==> config.mk <==
export PLATFORM = sky130hd
export DESIGN_NAME = rgb_led_sequencer_flat
export DESIGN_NICKNAME = d
export VERILOG_FILES = /design/src/rtl/rgb_led_sequencer_pkg.sv /design/src/rtl/rgb_led_sequencer_if.sv /design/src/rtl/rgb_led_sequencer_timebase.sv /design/src/rtl/rgb_led_sequencer.sv /design/src/flat_wrapper.sv
export SDC_FILE = /design/constraint.sdc
export NUM_CORES = 1
export LEC_CHECK = 0
export ABC_AREA = 1
export BUFFER_PORTS_ARGS = -buffer_cell sky130_fd_sc_hd__buf_2
export CORE_MARGIN = 4
export CORE_UTILIZATION = 50
export DETAILED_ROUTE_END_ITERATION = 12
export GPL_ROUTABILITY_DRIVEN = 0
export GPL_TIMING_DRIVEN = 0
export PLACE_DENSITY = 0.76
export SLEW_MARGIN = 10
export SYNTH_ARGS = -nofsm -noshare
export SYNTH_HDL_FRONTEND = slang
export SYNTH_SLANG_ARGS = --single-unit
==> constraint.sdc <==
create_clock -name clk -period 1.5 [get_ports clk]
set_input_delay 0.075 -clock clk [delete_from_list [all_inputs] [get_ports clk]]
set_output_delay 0.075 -clock clk [all_outputs]
set_load 0.01 [all_outputs]
==> src/rtl/rgb_led_sequencer_pkg.sv <==
// Shared types and constants for the RGB LED sequencer: FSM states,
// the eight 3-bit colours and the channel bit positions within the LED drive.
package rgb_seq_pkg;

  typedef enum logic [1:0] {
    S_OFF    = 2'd0,
    S_AUTO   = 2'd1,
    S_MANUAL = 2'd2
  } seq_state_t;

  localparam logic [2:0] BLACK   = 3'd0;
  localparam logic [2:0] RED     = 3'd1;
  localparam logic [2:0] GREEN   = 3'd2;
  localparam logic [2:0] YELLOW  = 3'd3;
  localparam logic [2:0] BLUE    = 3'd4;
  localparam logic [2:0] MAGENTA = 3'd5;
  localparam logic [2:0] CYAN    = 3'd6;
  localparam logic [2:0] WHITE   = 3'd7;

  localparam int unsigned CH_R     = 0;
  localparam int unsigned CH_G     = 1;
  localparam int unsigned CH_B     = 2;
  localparam int unsigned LED1_OFS = 3;

endpackage

==> src/rtl/rgb_led_sequencer_if.sv <==
// Control/drive bundle of the RGB LED sequencer: switch mask, mode, step,
// brightness in; LED drive and colour index out.
interface rgb_led_sequencer_if;

  logic [5:0] sw;
  logic       auto_en;
  logic       step;
  logic [7:0] bright;
  logic [5:0] out;
  logic [2:0] color_idx;

  modport master (output sw, auto_en, step, bright, input out, color_idx);
  modport slave  (input sw, auto_en, step, bright, output out, color_idx);

endinterface

==> src/rtl/rgb_led_sequencer_timebase.sv <==
// PWM timebase: prescaler producing tick, 8-bit PWM counter, and wrap on the
// tick that rolls the counter over from 255.
module rgb_pwm_timebase #(
  parameter int unsigned PRESCALE = 4
) (
  input  logic       clk,
  input  logic       rst,
  output logic [7:0] o_pwm_cnt,
  output logic       o_tick,
  output logic       o_wrap
);

  localparam int unsigned PW = (PRESCALE > 1) ? $clog2(PRESCALE) : 1;
  localparam logic [PW-1:0] P_LAST = PW'(PRESCALE - 1);

  logic [PW-1:0] r_presc;
  logic [7:0]    r_pwm_cnt;

  assign o_tick    = (r_presc == P_LAST);
  assign o_wrap    = o_tick && (r_pwm_cnt == 8'hFF);
  assign o_pwm_cnt = r_pwm_cnt;

  always_ff @(posedge clk) begin
    if (rst) begin
      r_presc   <= '0;
      r_pwm_cnt <= '0;
    end else begin
      r_presc <= o_tick ? '0 : r_presc + 1'b1;
      if (o_tick) r_pwm_cnt <= r_pwm_cnt + 8'd1;
    end
  end

endmodule

==> src/rtl/rgb_led_sequencer.sv <==
// RGB LED sequencer top: colour FSM (off/auto/manual), auto hold counter and
// registered PWM LED drive. Define RGB_SEQ_COMPLEMENT_EN for LED1 = ~LED0 colour.
module rgb_led_sequencer
  import rgb_seq_pkg::*;
#(
  parameter int unsigned PRESCALE     = 4,
  parameter int unsigned HOLD_PERIODS = 256
) (
  input logic               clk,
  input logic               rst,
  rgb_led_sequencer_if.slave bus
);

  localparam int unsigned HW = (HOLD_PERIODS > 1) ? $clog2(HOLD_PERIODS) : 1;
  localparam logic [HW-1:0] H_LAST = HW'(HOLD_PERIODS - 1);

  logic [7:0]    w_pwm_cnt;
  logic          w_tick;
  logic          w_wrap;
  logic          w_pwm_on;
  logic [2:0]    w_led1;
  logic [5:0]    w_colors;
  logic [5:0]    w_out_nxt;

  seq_state_t    r_state;
  seq_state_t    w_state_nxt;
  logic [2:0]    r_color_idx;
  logic [2:0]    w_color_nxt;
  logic [HW-1:0] r_hold_cnt;
  logic [HW-1:0] w_hold_nxt;
  logic [5:0]    r_out;

  rgb_pwm_timebase #(.PRESCALE(PRESCALE)) u_timebase (
    .clk       (clk),
    .rst       (rst),
    .o_pwm_cnt (w_pwm_cnt),
    .o_tick    (w_tick),
    .o_wrap    (w_wrap)
  );

  always_ff @(posedge clk) begin
    if (rst) begin
      r_state     <= S_OFF;
      r_color_idx <= BLACK;
      r_hold_cnt  <= '0;
      r_out       <= '0;
    end else begin
      r_state     <= w_state_nxt;
      r_color_idx <= w_color_nxt;
      r_hold_cnt  <= w_hold_nxt;
      r_out       <= w_out_nxt;
    end
  end

  // Mode changes take priority: a step or wrap coinciding with one is dropped.
  always_comb begin
    w_state_nxt = r_state;
    w_color_nxt = r_color_idx;
    w_hold_nxt  = r_hold_cnt;
    unique case (r_state)
      S_OFF, S_MANUAL: begin
        if (bus.auto_en) begin
          w_state_nxt = S_AUTO;
          w_hold_nxt  = '0;
        end else if (bus.step) begin
          w_state_nxt = S_MANUAL;
          w_color_nxt = r_color_idx + 3'd1;
        end
      end
      S_AUTO: begin
        if (!bus.auto_en) begin
          w_state_nxt = S_MANUAL;
        end else if (w_tick && w_wrap) begin
          if (r_hold_cnt == H_LAST) begin
            w_hold_nxt  = '0;
            w_color_nxt = r_color_idx + 3'd1;
          end else begin
            w_hold_nxt = r_hold_cnt + 1'b1;
          end
        end
      end
      default: w_state_nxt = S_OFF;
    endcase
  end

`ifdef RGB_SEQ_COMPLEMENT_EN
  assign w_led1 = ~r_color_idx;
`else
  assign w_led1 = r_color_idx;
`endif

  assign w_pwm_on = (w_pwm_cnt < bus.bright);

  always_comb begin
    w_colors                  = '0;
    w_colors[CH_R]            = r_color_idx[CH_R];
    w_colors[CH_G]            = r_color_idx[CH_G];
    w_colors[CH_B]            = r_color_idx[CH_B];
    w_colors[LED1_OFS + CH_R] = w_led1[CH_R];
    w_colors[LED1_OFS + CH_G] = w_led1[CH_G];
    w_colors[LED1_OFS + CH_B] = w_led1[CH_B];
    w_out_nxt = '0;
    if ((r_state != S_OFF) && w_pwm_on) w_out_nxt = w_colors & bus.sw;
  end

  assign bus.out       = r_out;
  assign bus.color_idx = r_color_idx;

endmodule

==> src/flat_wrapper.sv <==
// flat-port wrapper written by rule: the top's interface ports become plain ports
module rgb_led_sequencer_flat import rgb_seq_pkg::*;
#(
  parameter int unsigned PRESCALE     = 4,
  parameter int unsigned HOLD_PERIODS = 256
)
  (clk, rst, bus_sw, bus_auto_en, bus_step, bus_bright, bus_out, bus_color_idx);
  rgb_led_sequencer_if bus_i ();
  input logic clk;
  input logic rst;
  input wire logic [$bits(bus_i.sw)-1:0] bus_sw;
  input wire logic [$bits(bus_i.auto_en)-1:0] bus_auto_en;
  input wire logic [$bits(bus_i.step)-1:0] bus_step;
  input wire logic [$bits(bus_i.bright)-1:0] bus_bright;
  output wire logic [$bits(bus_i.out)-1:0] bus_out;
  output wire logic [$bits(bus_i.color_idx)-1:0] bus_color_idx;
  assign bus_i.sw = bus_sw;
  assign bus_i.auto_en = bus_auto_en;
  assign bus_i.step = bus_step;
  assign bus_i.bright = bus_bright;
  assign bus_out = bus_i.out;
  assign bus_color_idx = bus_i.color_idx;
  rgb_led_sequencer #(.PRESCALE(PRESCALE), .HOLD_PERIODS(HOLD_PERIODS)) u_core (.clk(clk), .rst(rst), .bus(bus_i));
endmodule
# After elaboration in Yosys (flattened, before gate mapping)
# Cells that the tools add are included.
# op_classes
n_addsub,4
n_lt_le_gt_ge,1
n_eq_ne,13
mux,15
bitwise_logic,2
n_reduce_logical,12
# ops
operator,count
8-bit two-way mux,4
"8-bit by 1-bit adder with 8-bit output, second input constant",2
"8-bit == test, second input constant",2
8-bit one-hot mux with 2 select lines,1
3-bit two-way mux,5
"2-bit inequality test, second input constant",5
8-bit less-than comparator,1
6-bit bitwise AND,1
2-bit two-way mux,3
3-bit one-hot mux with 2 select lines,1
6-bit AND reduction,1
2-bit OR reduction,3
"2-bit == test, second input constant",2
"2-bit by 1-bit inequality test with 1-bit output, second input constant",2
2-bit one-hot mux with 2 select lines,1
4-bit AND reduction,1
2-bit nonzero test,2
"3-bit by 1-bit adder with 3-bit output, second input constant",1
1-bit logical AND,3
"3-bit inequality test, second input constant",1
"2-bit by 1-bit adder with 2-bit output, second input constant",1
"2-bit by 1-bit == test with 1-bit output, second input constant",1
2-bit zero test,1
2-bit AND reduction,1
1-bit NOT,1
# totals
register_bits,29
word_cells,53

# Longest topological paths before layout
# Gate-level depths: netlist of run 1.
# depth
word_depth,6
mapped_depth,10
depth_no_buf,9

# Cells and area by module
# A second synthesis of run 1 with hierarchy kept.
# hier_totals
cells_unflattened,201
area_unflattened_um2,1498.9
# modules_own_cells
mod,n_inst,cells_each,area_each_um2,seq_area_each_um2
rgb_led_sequencer,1,143,1024.7,380.4
rgb_pwm_timebase,1,58,474.2,200.2

# Worst setup path before layout of run 1
# Ideal clock, no wire load.
# synth_path
path_kind,reg-to-reg
startpoint,register u_core.u_timebase.r_presc[0]
endpoint,register u_core.r_hold_cnt[5]
setup_ps,118
t_arrival_ps,1251
t_required_ps,1382
setup_slack_ps,131
path_stages_with_launch,10
path_buffers,1
synth_period_minus_slack_ps,1369
path_cell_list,dfxtp_1 ha_1 buf_4 nand2_2 nor2_2 nand2_2 a21oi_4 nand3_1 nand2_1 nor2_1
# synth_between
elab_chain_len,5
# synth_lines
item,line,text
start: declaration,rgb_led_sequencer_timebase.sv:16,logic [PW-1:0] r_presc;
start signal: assignment,rgb_led_sequencer_timebase.sv:28,r_presc <= o_tick ? '0 : r_presc + 1'b1;
2-bit == test (*),rgb_led_sequencer_timebase.sv:19,assign o_tick = (r_presc == P_LAST);
1-bit logical AND,rgb_led_sequencer_timebase.sv:20,assign o_wrap = o_tick && (r_pwm_cnt == 8'hFF);
1-bit logical AND (*),rgb_led_sequencer.sv:73,end else if (w_tick && w_wrap) begin
2-bit by 1-bit inequality test with 1-bit output (no source line) (*),-,
4-bit AND reduction (no source line) (*),-,
end signal: assignment,rgb_led_sequencer.sv:50,r_hold_cnt <= w_hold_nxt;
end: declaration,rgb_led_sequencer.sv:29,logic [HW-1:0] r_hold_cnt;
# Every way passes the cells marked *; elsewhere a longest branch is shown, timed or not.
# A chain may end at the register's enable or synchronous reset.

# Worst setup path after layout of run 1
# layout_path
startpoint,register u_core.u_timebase.r_presc[1]
endpoint,register u_core.r_hold_cnt[1]
# Same word-level chain as after synthesis.

==> results of run 1 <==
-- where the power goes --
part / switching, mW / internal (mW)
combinational: 0.128 / 0.117
clock: 0.264 / 0.398
sequential: 0.0267 / 0.791
-- worst min-delay path: cells and delay by family --
family	cells	cell delay (ns)
AND/OR/NAND/NOR	1	0.11
buffers and inverters	1	0.10
AO/OA/AOI/OAI	1	0.08
-- cell usage in the layout, fill, tap and decap left out, types with 5 or more instances in the layout --
cell / count
a21oi_1: 17
buf_2: 25
buf_4: 11
clkbuf_4: 5
dfxtp_1: 21
dlygate4sd3_1: 7
ha_1: 8
inv_1: 32
nand2_1: 48
nand3_1: 10
nor2_1: 26
nor3_1: 6
o21ai_0: 6
-- layer usage --
metal / up-vias / global-route usage, %
li1: 816 / -
met1: 689 / 21.1
met2: 38 / 28.1
met3: 13 / 3.87
met4: 0 / 8.89
met5: - / 0
-- final timing paths --
kind	end
max	u_core.r_hold_cnt[1]
min	u_core.r_state[1]
max reg2reg	u_core.r_hold_cnt[1]
min reg2reg	u_core.u_timebase.r_presc[0]
-- area by class of cell --
class,count,area [sq um]
multi-input combinational,156,977
sequential,29,601
fill,240,866
clock inverter,1,30.0
clock buffer,7,55.1
tap,44,55.1
timing repair buffer,44,298
buffer,3,18.8
inverter,34,128
-- state kept, by name (all words and copies together), names as in the netlist --
name	cells
u_core.u_timebase.r_presc	2
u_core.r_state	2
u_core.u_timebase.o_pwm_cnt	8
u_core.bus.out	6
u_core.r_hold_cnt	8
u_core.bus.color_idx	3
-- timing repair --
action                                  4_1_cts  5_1_grt
hold buffers                                  7        0
pin swaps                                     2       11
endpoints found under the setup margin        9       17
buffers inserted                              2       10
cloned                                        1        0
gates resized for setup                       6       29
endpoints found under the hold margin         7        0
-- cells by family after synthesis --
family	count (synthesis)	share of synthesized area (%)
flip-flops	29	37.1
adder cells (fa/ha/maj)	11	8.80
AND/OR/NAND/NOR	112	32.6
AO/OA/AOI/OAI	32	12.3
buffers and inverters	37	9.12
-- metrics by stage --
step | utilization [%] | hold WS (ns)
3_5_place_dp | 57.6 | 0.292
6_report | 71.4 | 0.0757
3_3_place_gp | 57.6 | 0.293
2_1_floorplan | - | 0.154
5_1_grt | 71.4 | 0.102
4_1_cts | 64.4 | 0.0692
==> flow_summary_export.csv, run 1 <==
group,metric,value,unit
power_and_ir_drop,ir_worst_vdd,0.592,mV
power_and_ir_drop,power.total,1.72,mW
global_route,grt_max_degree,11,
yosys,ys_async_sr_fraction,0,%
layout,drive_gt1_share,28.1,%
timing,setup_violations,0,
timing,final.period_utilization,96.2,%
detailed_routing,dr_wl_met2,1.70,mm
layout,area_growth,38.2,%
critical_path,rr_startpoint,"u_core.u_timebase.r_presc[1]",
yosys,synth-edff-count,0,
detailed_routing,num_vias,1556,
detailed_routing,ant_nets,0,
timing,worst_pin_slew,0.471,ns
clocking,tritoncts,"done",
die,num_io_pins,27,
die,core,3030,sq um
layout,fin_cells,318,
die,start_util,51.7,%
clocking,clock_latency,0.33,ns
critical_path,cp_cell_sequence,"ha_4, buf_6, nand2_4, nor2_4, nand2_4, a21oi_4, nand3_1, a21oi_1",
critical_path,worstSetupPathType,"reg -> reg",
yosys,synth_cell_types,24,
yosys,syn-num-nets,250,
timing,hold_viol_final,0,
critical_path,worst-path-buf-inv,1,
layout,final_nets,302,
critical_path,end_kind,"flop",
critical_path,slowest_stage,"dfxtp_1",
yosys,synth-seq-area-share,37.1,%
timing,maxSlewViolCount,0,
placed_design,place_ws,-0.0303,ns
layout,insertedDiodeCount,0,
critical_path,cp.depth,8,
global_route,antenna_found_initial,0,
die,die_y,63.9,um
detailed_routing,top_layer_used,"met4",
clocking,clk_path_buf_depth,2,
critical_path,worstPathArrival,1.69,ns
detailed_routing,route.met3.wl,184,um
clocking,clock_tree.root_cell,"clkbuf_4",
die,die_x,63.9,um
timing,timing.final.ws_setup,0.0567,ns
timing,slew_headroom,68.6,%
timing,clock.fmax,693,MHz
placed_design,portBuffers,25,
yosys,synthTopCellsByCount,"nand2_1 (49), inv_1 (32), dfxtp_1 (29)",
critical_path,required,1.74,ns
critical_path,path_max_fanout,5,
critical_path,cp-start-kind,"flop",
die,die-area,4090,sq um
yosys,synth_area,1560,sq um
worst_hold_path,whs_path_depth,3,
critical_path,rrSetupSlack,0.06,ns
yosys,yosys-top-cells-area,"dfxtp_1 (37%), nand2_1 (12%), ha_1 (8.8%)",
detailed_routing,via_per_inst,4.89,
critical_path,path_common_cell,"nand2_4",
status,outcome,"complete, no violations",
yosys,avgSynthCellArea,7.08,sq um
yosys,syn_inst,221,
critical_path,critPathMaxStageDelay,0.36,ns
yosys,ys_ff_latch,29,
die,rows,20,
clocking,cts_made_buffers,5,
global_route,grt_pass1_vias,1379,
timing,clock_skew,0.0115,ns
detailed_routing,wire_per_inst,11.4,um
placed_design,place_inst,290,
yosys,synth_most_common_cell,"nand2_1",
placed_design,place_area,1740,sq um
clocking,htree_num_levels,2,
clocking,cts_sinks,29,
clocking,clkTransAtPathRegs,0.10,ns
timing,fin_setup_tns,0,ns
detailed_routing,detail_route.first_pass.iterations,4,
power_and_ir_drop,power_density,798,nW/um^2
placed_design,hpwl,2.29,mm
yosys,synth_top_area_share,37.1,%
yosys,yosysWarnings,0,
timing,period_needed,1.44,ns
global_route,grt_overflow,0,
flow_run,cap_viol_max_count,0,
detailed_routing,drc_errors,0,
critical_path,setup.worst_path.start,"u_core.u_timebase.r_presc[1]",
detailed_routing,drtIter0Drc,50,
layout,final_cell_area,2160,sq um
critical_path,r2r_cells,8,
worst_hold_path,hp-class,"in -> reg",
detailed_routing,wl_met1,1.60,mm
yosys,synth_ff_type,"dfxtp_1",
worst_hold_path,worstHoldStart,"bus_step",
detailed_routing,routed_wl,3.62,mm
critical_path,critPathTopFamily,"simple AND/OR/NAND/NOR gates",
global_route,grt_pass1_wl,5.66,mm
yosys,synth_top_area_cell,"dfxtp_1",
power_and_ir_drop,p_leak,0.985,nW
global_route,grt_use_total,17.3,%
Note: power is estimated with default switching activity, not from simulation.
==> run 2, diff against run 1 <==
- REMOVE_ABC_BUFFERS: not set -> 1
==> run 2 against run 1 <==
Worst setup slack worse by 0.0030 ns. Sequential power rose by 0.6%. Non-clock buffer count shrank 7. Maximum frequency down 0.21%. Largest power group unchanged. Clock skew is 0.0070 ns lower. Sequential share of layout area up 2.0 points. Die area did not move.
==> flow_summary_export.csv, run 2 (same netlist as run 1, synthesis figures left out) <==
group,metric,value,unit
global_route,grt_use_total,17.2,%
global_route,grt_pass1_vias,1313,
detailed_routing,drc_errors,0,
detailed_routing,num_vias,1517,
worst_hold_path,hold_end,"u_core.r_state[1]",
layout,fin_cells,310,
worst_hold_path,whs_path_depth,3,
clocking,clock_tree.root_cell,"clkbuf_4",
layout,mostFrequentLayoutCells,"nand2_1 (48), inv_1 (32), buf_2 (26), nor2_1 (25), dfxtp_1 (23)",
timing,clock.fmax,691,MHz
clocking,clkTransAtPathRegs,0.09,ns
power_and_ir_drop,ir_worst_vdd,0.484,mV
flow_run,cap_viol_max_count,0,
status,outcome,"complete, no violations",
timing,setup_violations,0,
timing,worst_pin_slew,0.339,ns
timing,timing.final.ws_setup,0.0537,ns
global_route,antenna_found_initial,0,
power_and_ir_drop,p_int,1.08,mW
power_and_ir_drop,combPwrFrac,14.8,%
die,die_y,63.9,um
worst_hold_path,worstHoldStart,"bus_step",
placed_design,place_inst,288,
detailed_routing,detail_route.first_pass.iterations,4,
clocking,cts_sinks,29,
power_and_ir_drop,seq_power_share,55.4,%
clocking,tritoncts,"done",
power_and_ir_drop,p_leak,0.886,nW
critical_path,cp-start-kind,"flop",
die,die_x,63.9,um
layout,drive_gt1_share,25.6,%
critical_path,r2r-end,"u_core.bus.color_idx[1]",
critical_path,path_max_fanout,4,
global_route,grt_pass1_wl,5.44,mm
layout,regArea,591,sq um
layout,area_growth,27.0,%
timing,whs,0.0698,ns
layout,final_common_cell,"nand2_1",
layout,final_nets,294,
timing,hold_viol_final,0,
placed_design,place_ws,-0.0929,ns
power_and_ir_drop,p_clk_share,29.8,%
worst_hold_path,hp-class,"in -> reg",
die,core,3030,sq um
critical_path,required,1.73,ns
layout,fillers,274,
timing,maxSlewViolCount,0,
power_and_ir_drop,p_sw,408,uW
die,num_io_pins,27,
timing,period_needed,1.45,ns
power_and_ir_drop,power_density,748,nW/um^2
critical_path,worstSetupPathType,"reg -> reg",
layout,insertedDiodeCount,0,
detailed_routing,routed_wl,3.34,mm
die,start_util,51.7,%
critical_path,worstPathArrival,1.68,ns
detailed_routing,drtIter0Drc,70,
clocking,htree_num_levels,2,
global_route,grt_max_degree,18,
timing,final.period_utilization,96.4,%
timing,clock_skew,0.00451,ns
detailed_routing,ant_nets,0,
clocking,cts_made_buffers,5,
clocking,clk_path_buf_depth,2,
power_and_ir_drop,swShare,27.5,%
critical_path,rrSetupSlack,0.05,ns
die,die-area,4090,sq um
placed_design,portBuffers,26,
detailed_routing,via_per_inst,4.89,
detailed_routing,wire_per_inst,10.8,um
critical_path,rr_startpoint,"u_core.r_hold_cnt[0]",
placed_design,hpwl,2.21,mm
timing,slew_headroom,77.4,%
critical_path,r2r_cells,8,
critical_path,end_kind,"flop",
clocking,clock_latency,0.33,ns
layout,multi_input_area,892,sq um
die,rows,20,
global_route,grt_overflow,0,
run 2: changes by cell type in the layout (fill, tap and decap cells not counted), sizes merged:
| cell | change |
|---|---|
| clkinv | +2 |
| buf | -5 |
| clkbuf | -3 |
| a21oi | -1 |
| bufinv | -1 |
run 2: final cells by class:
class / count / area share [%]
multi-input combinational: 155 / 44.9
timing repair buffer: 40 / 13.5
clock buffer: 6 / 2.08
inverter: 34 / 6.43
sequential: 29 / 29.7
clock inverter: 2 / 0.504
tap: 44 / 2.77
run 2: worst max path at each step:
stage,startpoint,end,slack (ns)
6_report,u_core.r_hold_cnt[0],u_core.bus.color_idx[1],0.05
3_3_place_gp,u_core.u_timebase.r_presc[0],u_core.r_hold_cnt[6],-0.08
2_1_floorplan,u_core.u_timebase.r_presc[0],u_core.r_hold_cnt[5],0.09
3_5_place_dp,u_core.u_timebase.r_presc[0],u_core.r_hold_cnt[5],-0.09
5_1_grt,u_core.r_hold_cnt[0],u_core.bus.color_idx[1],-0.03
4_1_cts,u_core.u_timebase.o_pwm_cnt[1],u_core.r_hold_cnt[4],0.002
run 2: timing repair:
item	CTS	global route
endpoints found under the setup margin	14	11
gates resized for setup	3	15
setup buffers	3	4
hold buffers	7	0
pin swaps	2	5
hold endpoints to repair	7	0
run 2: power groups by stage:
stage	combinational [mW]	clock, mW	sequential (mW)
4_1_cts	0.200	0.461	0.818
3_3_place_gp	0.164	0	0.832
3_5_place_dp	0.168	0	0.833
6_report	0.220	0.443	0.823
2_1_floorplan	0.107	0	0.832
5_1_grt	0.249	0.501	0.826
run 2: critical path, cell delays in order (launching register included):
cell and delay [ns]:
dfxtp_2 0.38, ha_4 0.16, nand2_2 0.08, nor2_4 0.17, nand2_4 0.08, a21oi_4 0.19, nand3_2 0.13, nor2_2 0.11
nor2_1 0.05
run 2: stage by stage:
step	util [%]	setup TNS [ns]	area, sq um	total power, mW
finish	65.6	0	1990	1.49
global route	65.6	-0.0700	1990	1.58
CTS	62.9	0	1900	1.48
detailed placement	57.3	-0.402	1730	1.00
global placement	57.3	-0.310	1730	0.995
floorplan	-	0	1550	0.938
run 2: routing by layer:
metal | track usage, % | routed length [um]
met1 | 19.3 | 1420
met4 | 8.36 | 103
met2 | 28.9 | 1700
met5 | 0 | 0
met3 | 5.80 | 122
